--- src/rtl/instr_mem_ctrl.sv ---
// ---------------------------------------------------------------------------
// instr_mem_ctrl
//
// Instruction memory for the pipelined MIPS core with a built-in program
// loader. The debug unit streams program words in over a valid/ready
// handshake; a three-state controller (IDLE / LOAD / READY) tracks the load
// and only opens instruction fetch once a complete program is present. The
// IF stage then reads one word per cycle with a registered output, an
// out-of-range flag and optional per-word parity protection.
//
// Optional feature macro: IMEM_PARITY_EN
//   defined   -> each word carries an even-parity bit, checked on fetch
//   undefined -> no parity storage, parity_err is tied low
//
// Parameters:
//   DATA_W  instruction word width
//   DEPTH   number of words (power of two, 2..4096)
//   ADDR_W  log2(DEPTH)
//
// Ports:
//   clk          clock, rising edge
//   rst          asynchronous active-high reset
//   fetch_en     IF stage requests a word
//   fetch_addr   word address (PC>>2)
//   instr        fetched instruction (holds between fetches)
//   instr_valid  instr was updated this cycle
//   addr_err     the word on instr came from an address >= DEPTH
//   ld_start     pulse: begin a new program load
//   ld_valid     ld_data holds a program word
//   ld_data      program word
//   ld_last      marks the final word of the program
//   ld_ready     loader accepts a word this cycle
//   ld_done      one-cycle pulse when a load completes
//   ld_count     number of words written by the last load
//   ld_par_flip  inverts the stored parity bit of the accepted word
//   parity_err   parity mismatch on the word now on instr
//   ready        program loaded, fetch enabled
// ---------------------------------------------------------------------------
module instr_mem_ctrl #(
   parameter int DATA_W = 32,
   parameter int DEPTH  = 64,
   parameter int ADDR_W = 6
) (
   input  logic              clk,
   input  logic              rst,
   input  logic              fetch_en,
   input  logic [31:0]       fetch_addr,
   output logic [DATA_W-1:0] instr,
   output logic              instr_valid,
   output logic              addr_err,
   input  logic              ld_start,
   input  logic              ld_valid,
   input  logic [DATA_W-1:0] ld_data,
   input  logic              ld_last,
   output logic              ld_ready,
   output logic              ld_done,
   output logic [ADDR_W:0]   ld_count,
   input  logic              ld_par_flip,
   output logic              parity_err,
   output logic              ready
);

   typedef enum logic [1:0] {
      IDLE,
      LOAD,
      READY
   } state_t;

   state_t state;
   state_t state_next;

   logic [ADDR_W-1:0] ptr;
   logic [DATA_W-1:0] mem [DEPTH];
   logic [ADDR_W-1:0] fetch_idx;
   logic              accept;
   logic              last_word;
   logic              fetch_hit;
   logic              out_of_range;
   logic              par_mismatch;

   // Handshake and fetch qualifiers. A load word completes the program either
   // because the streamer marks it last or because it fills the final slot.
   // A fetch that coincides with a reload request is dropped, since the
   // controller is leaving READY on that same edge.
   assign accept       = ld_valid & ld_ready;
   assign last_word    = ld_last | (ptr == ADDR_W'(DEPTH - 1));
   assign fetch_hit    = (state == READY) & fetch_en & ~ld_start;
   assign fetch_idx    = fetch_addr[ADDR_W-1:0];
   assign out_of_range = (fetch_addr >= 32'(DEPTH));

   // Controller state register.
   always_ff @(posedge clk or posedge rst) begin
      if (rst) begin
         state <= IDLE;
      end else begin
         state <= state_next;
      end
   end

   // Next-state logic. ld_start is ignored while a load is in progress.
   always_comb begin
      state_next = state;
      case (state)
         IDLE:    if (ld_start) state_next = LOAD;
         LOAD:    if (accept && last_word) state_next = READY;
         READY:   if (ld_start) state_next = LOAD;
         default: state_next = IDLE;
      endcase
   end

   // Controller outputs are pure decodes of the state, so ld_ready rises the
   // cycle after ld_start and drops the cycle after the final accept.
   always_comb begin
      ld_ready = (state == LOAD);
      ready    = (state == READY);
   end

   // Loader bookkeeping: write pointer, word count and the completion pulse.
   // Starting a load (from IDLE or READY) rewinds both pointer and count.
   always_ff @(posedge clk or posedge rst) begin
      if (rst) begin
         ptr      <= '0;
         ld_count <= '0;
         ld_done  <= 1'b0;
      end else begin
         ld_done <= accept & last_word;
         if (state != LOAD && ld_start) begin
            ptr      <= '0;
            ld_count <= '0;
         end else if (accept) begin
            ptr      <= ptr + ADDR_W'(1);
            ld_count <= ld_count + (ADDR_W + 1)'(1);
         end
      end
   end

   // Program storage. Deliberately outside the reset domain: a reset during
   // a load must leave previously written words intact.
   always_ff @(posedge clk) begin
      if (accept) begin
         mem[ptr] <= ld_data;
      end
   end

`ifdef IMEM_PARITY_EN
   logic mem_par [DEPTH];

   // Even-parity bit stored alongside each word; ld_par_flip lets a test
   // deliberately plant a corrupted parity bit.
   always_ff @(posedge clk) begin
      if (accept) begin
         mem_par[ptr] <= (^ld_data) ^ ld_par_flip;
      end
   end

   assign par_mismatch = (^mem[fetch_idx]) ^ mem_par[fetch_idx];
`else
   logic unused_par_flip;

   assign unused_par_flip = ld_par_flip;
   assign par_mismatch    = 1'b0;
`endif

   // Registered fetch port. instr only changes on an honoured fetch; the
   // status flags are single-cycle and describe the word just delivered.
   // Out-of-range fetches return a NOP (all zeros) rather than an aliased word.
   always_ff @(posedge clk or posedge rst) begin
      if (rst) begin
         instr       <= '0;
         instr_valid <= 1'b0;
         addr_err    <= 1'b0;
         parity_err  <= 1'b0;
      end else begin
         instr_valid <= fetch_hit;
         addr_err    <= fetch_hit & out_of_range;
         parity_err  <= fetch_hit & ~out_of_range & par_mismatch;
         if (fetch_hit) begin
            instr <= out_of_range ? '0 : mem[fetch_idx];
         end
      end
   end

endmodule

--- config.mk ---
export PLATFORM = sky130hd
export DESIGN_NAME = instr_mem_ctrl
export DESIGN_NICKNAME = d
export VERILOG_FILES = /design/src/rtl/instr_mem_ctrl.sv
export SDC_FILE = /design/constraint.sdc
export NUM_CORES = 2
export LEC_CHECK = 0
export ABC_AREA = 1
export BUFFER_PORTS_ARGS = -buffer_cell sky130_fd_sc_hd__buf_2
export CAP_MARGIN = 20
export CORE_MARGIN = 2
export CORE_UTILIZATION = 67
export CTS_BUF_LIST = sky130_fd_sc_hd__clkbuf_16
export DETAILED_ROUTE_END_ITERATION = 6
export PLACE_DENSITY_LB_ADDON = 0.1
export SYNTH_ARGS = -nofsm -noshare
export SYNTH_HDL_FRONTEND = slang
export SYNTH_SLANG_ARGS = --single-unit
--- constraint.sdc ---
create_clock -name clk -period 5.5 [get_ports clk]
set_input_delay 0.275 -clock clk [delete_from_list [all_inputs] [get_ports clk]]
set_output_delay 0.275 -clock clk [all_outputs]
set_load 0.01 [all_outputs]
# Yosys cells after proc, flatten, opt, wreduce, memory -nomap -nowiden
# Memories as Yosys holds them, arrays and structs flattened.
# Cells that the tools add are included.
# totals
memories	1
input_bits	71
out_inout_bits	45
ram_bits	2048
reg_bits	50
elab_cells	40
# classes
reduce_logical	6
bitwise_logic	7
eq_ne	6
n_addsub	2
order_cmp	1
mux	10
# memory_table
name	depth	word_bits	read_ports	rd_ports_with_merged_regs	write_ports	line	rtl
mem	64	32	1	0	1	73	logic [DATA_W-1:0] mem [DEPTH];
# op_table
cell	n
32-bit by 7-bit greater-or-equal comparator with 1-bit output (second input constant)	1
32-bit two-way mux	1
7-bit two-way mux	2
6-bit two-way mux	2
7-bit by 1-bit adder with 7-bit output (second input constant)	1
6-bit by 1-bit adder with 6-bit output (second input constant)	1
6-bit == test (second input constant)	1
2-bit by 1-bit != test with 1-bit output (second input constant)	3
1-bit AND	5
2-bit two-way mux	2
2-bit case mux with 2 select lines	1
2-bit by 1-bit == test with 1-bit output (second input constant)	1
2-bit == test (second input constant)	1
1-bit logical AND	2
2-bit logical NOT	1
1-bit two-way mux	2
2-bit AND reduction	1
2-bit nonzero test	1
2-bit OR reduction	1
1-bit NOT	1
1-bit OR	1

# Logic depth before layout (Yosys ltp)
# logic_depth
word_depth	5
depth_mapped	13
ltp_nobuf	9

# Worst setup path before layout
# Ideal clock, no wire load.
# synth_path
path_kind	register to register
start	register state[1]
end	memory mem[47][0], enable pin
t_required_ps	5039
stages_incl_launch_ff	8
setup_slack_ps	1769
setup_time_ps	461
path_buffers	0
period_less_slack_ps	3731
arrival_ps	3270
path_cell_list	dfrtp_1 -> inv_2 -> nand2_1 -> nor2_2 -> nand2_1 -> nor2_1 -> nand2_1 -> nor3_1
# synth_between
elab_chain_cells	4
# synth_lines
item	line	rtl
start: declaration	69	state_t state;
start signal: assignment	96	state <= state_next;
2-bit by 1-bit == test with 1-bit output	114	ld_ready = (state == LOAD);
1-bit AND	85	assign accept = ld_valid & ld_ready;
1-bit two-way mux	140	if (accept) begin
1-bit two-way mux (not written as such)	141	mem[ptr] <= ld_data;
end: declaration	73	
# No other way between the ends.

# Worst setup path after layout
# layout_path
start	register state[1]
end	memory mem[62][17], enable pin
# Same word-level chain as after synthesis.

==> results.sh <==
export IMPL_clockBufferDepth=3
export IMPL_ys_top_cells_by_count="nand2_1, edfxtp_1, nand3_1"
export IMPL_io_pins=116
export IMPL_fmax_ghz=0.2470
export IMPL_synth_edf_count=2048
export IMPL_synth_top_area_frac=0.7322
export IMPL_p_seq_frac=0.536
export IMPL_cts_buffers=200
export IMPL_start_util=0.6767
export IMPL_grt_usage=0.3406
export IMPL_crit_top_cell="nor2_2"
export IMPL_crit_fanout=22
export IMPL_place_congestion=0.8683
export IMPL_finalHoldViolCount=0
export IMPL_wl_per_cell_microns=24.92
export IMPL_port_buffers=113
export IMPL_synth_largest_area_cell="edfxtp_1"
export IMPL_crit_path_max_incr_delay_ps=1130
export IMPL_synth_flop_cell="edfxtp_1"
export IMPL_critPathKind="reg2reg"
export IMPL_core_rowCount=129
export IMPL_power_leakage_nw=33.16
export IMPL_path_clk_slew_ps=60
export IMPL_pre_cts_ws_ps=1618
export IMPL_dp_hpwl_microns=110600
export IMPL_period_needed_ps=4049
export IMPL_grt_pass1_vias=52890
export IMPL_drtPass1Iterations=7
export IMPL_ant_nets=0
export IMPL_fillers=7692
export IMPL_coreArea_sq_mm=0.1241
export IMPL_grt_antenna_before_repair=5
export IMPL_ir_drop_mv=0.3705
export IMPL_cts_resized_gates=0
export IMPL_grt_pass1_wl_microns=322100
export IMPL_cp_data_arrival_time_ps=4570
export IMPL_clkSinkCount=2098
export IMPL_cap_violations=0
export IMPL_crit_slowest_cell="nor2_4"
export IMPL_clk_latency_ps=840
export IMPL_syn_area_per_cell_sq_um=12.21
export IMPL_p_comb_frac=0.064
export IMPL_yosysMostFrequentCell="nand2_1"
export IMPL_cts_root_buf="clkbuf_16"
export IMPL_worst_pin_slew_ps=1289
export IMPL_syn_inst=6882
export IMPL_path_cells="inv_2 > nand2_1 > nor2_2 > inv_1 > nor2_2 > nand3_1 > nor2_4 > buf_4"
export IMPL_endpoint_kind="flip-flop"
export IMPL_ys_seq_area_frac=0.7471
export IMPL_hold_path_class="in2reg"
export IMPL_area_delta_synth_final_pct=10.72
export IMPL_outcome="complete, no violations"
export IMPL_synth_async_reset_ratio=0.02383
export IMPL_nNetsFinal=6983
export IMPL_first_iter_violations=8366
export IMPL_pwr_share_clk=0.400
export IMPL_worstPathRequired_ps=6020
export IMPL_synthTopCellsByArea="edfxtp_1, nand3_1, nand2_1"
export IMPL_routed_wl_microns=217200
export IMPL_htreeDepth=4
export IMPL_internal_power_mw=25.77
export IMPL_fin_ws_ps=1451
export IMPL_drive_gt1_frac=0.08492
export IMPL_setup_tns_ps=0
export IMPL_syn_area_sq_mm=0.08400
export IMPL_grt_max_degree=231
export IMPL_dr_total_vias=55270
export IMPL_ys_types=29
export IMPL_setup_viol=0
export IMPL_yosys_warnings=0
export IMPL_synthesis_nets=6955
export IMPL_clock_skew_ps=22.46
export IMPL_route_detailed_drc=0
export IMPL_die_area_sq_mm=0.1282
export IMPL_die_h_microns=358.1
export IMPL_rsz0062_at_grt="no"
export IMPL_grt_overflow=0
export IMPL_fp_dieW_microns=358.1
export IMPL_maxSlewViolCount=0
export IMPL_viasPerCell=6.341
export IMPL_slew_headroom=0.1404
export IMPL_ys_seq_elements=2098
export IMPL_switchingPower_mw=7.430
export IMPL_swShare=0.2238
export IMPL_cts_tree="done"
export IMPL_timing_final_crit_share=0.7362
export IMPL_start_kind="flip-flop"
export IMPL_power_density_mw_per_mm2=357.0
-- power groups by stage --
stage | clock (mW) | sequential, mW | combinational (mW)
global route | 13.9 | 17.8 | 2.27
detailed placement | 0 | 18.1 | 2.01
CTS | 13.3 | 17.8 | 2.03
finish | 13.3 | 17.8 | 2.12
global placement | 0 | 18.1 | 1.95
floorplan | 0 | 18.1 | 1.19
-- metal layers --
layer | track usage | share of wire
met2 | 0.5391 | 0.48
met4 | 0.1214 | 0.031
met1 | 0.4814 | 0.38
met3 | 0.06504 | 0.12
met5 | 0 | 0.00017
-- stage by stage --
| stage | instance area [sq um] | util | hold WS (ps) | power (mW) | std cells |
|---|---|---|---|---|---|
| floorplan | 84000 | - | 373.9 | 19.31 | 6882 |
| CTS | 92380 | 0.7443 | 32.89 | 33.15 | 8674 |
| global placement | 85960 | 0.6926 | 442.9 | 20.08 | 8296 |
| finish | 93010 | 0.7493 | 98.02 | 33.20 | 8715 |
| detailed placement | 86000 | 0.6929 | 449.5 | 20.14 | 8298 |
| global route | 93000 | 0.7493 | 101.8 | 34.01 | 8714 |
-- worst max-delay path: cells and delay by family, from the launching register on --
kind                   cells  cell delay (ps)
flip-flops                 1              410
buffers and inverters      3              740
AND/OR/NAND/NOR            5             2550
-- worst paths after layout --
kind,startpoint,end,slack [ps],cells after the start
setup / recovery,state[1],mem[62][17],1450,8
hold / removal,ld_data[29],mem[21][29],100,2
setup reg to reg,state[1],mem[62][17],1450,8
hold reg to reg,ld_count[6],ld_count[6],450,1
max in group asynchronous,rst,instr[22],4610,4
min in group asynchronous,rst,ld_count[5],270,4
-- placed cells by master (no fill, tap or decap), drive strengths merged --
master and n:
a21oi 12, a31oi 1, buf 254, bufinv 16
clkbuf 207, clkinv 84, clkinvlp 2, conb 1
dfrtp 50, diode 1, dlygate4sd3 25, edfxtp 2048
ha 2, inv 88, nand2 2160, nand3 2005
nand3b 1, nand4 1, nor2 89, nor3 6
nor4 2, o21ai 12, o22ai 2, or2 8
xnor2 1
-- registers in the layout, indices dropped and copies added, names as in the netlist --
register,count
instr_valid,1
ld_count,7
ptr,6
state,2
addr_err,1
mem,2048
ld_done,1
instr,32
-- final cells by class --
cell class | count | area (sq um) | area share
Multi-Input combinational cell | 4303 | 19250 | 0.2070
Tap cell | 1637 | 2048 | 0.02202
Timing Repair Buffer | 279 | 2501 | 0.02689
Sequential cell | 2098 | 62750 | 0.6747
Clock buffer | 207 | 5180 | 0.05570
Inverter | 28 | 141.4 | 0.001520
Clock inverter | 162 | 1132 | 0.01217
Antenna cell | 1 | 2.502 | 0.00002691
-- timing repair --
item                                    CTS  global route
endpoints found under the setup margin    0             0
hold buffers                              7            18
setup buffers                             0             0
endpoints found under the hold margin    73           252
-- cells by family (layout without fill, tap and decap cells) --
| logic type | count (synthesis) | in the layout | synth area share |
|---|---|---|---|
| simple gates | 4272 | 4272 | 0.2213 |
| flops | 2098 | 2098 | 0.7471 |
| buf+inv | 481 | 676 | 0.02952 |
| compound gates | 27 | 27 | 0.001654 |
| fa+ha+maj | 2 | 2 | 0.0002979 |
| other cells | 1 | 2 | 0.00004464 |
| xor+xnor | 1 | 1 | 0.0001043 |
No activity file was read; power rests on OpenSTA's default activity.
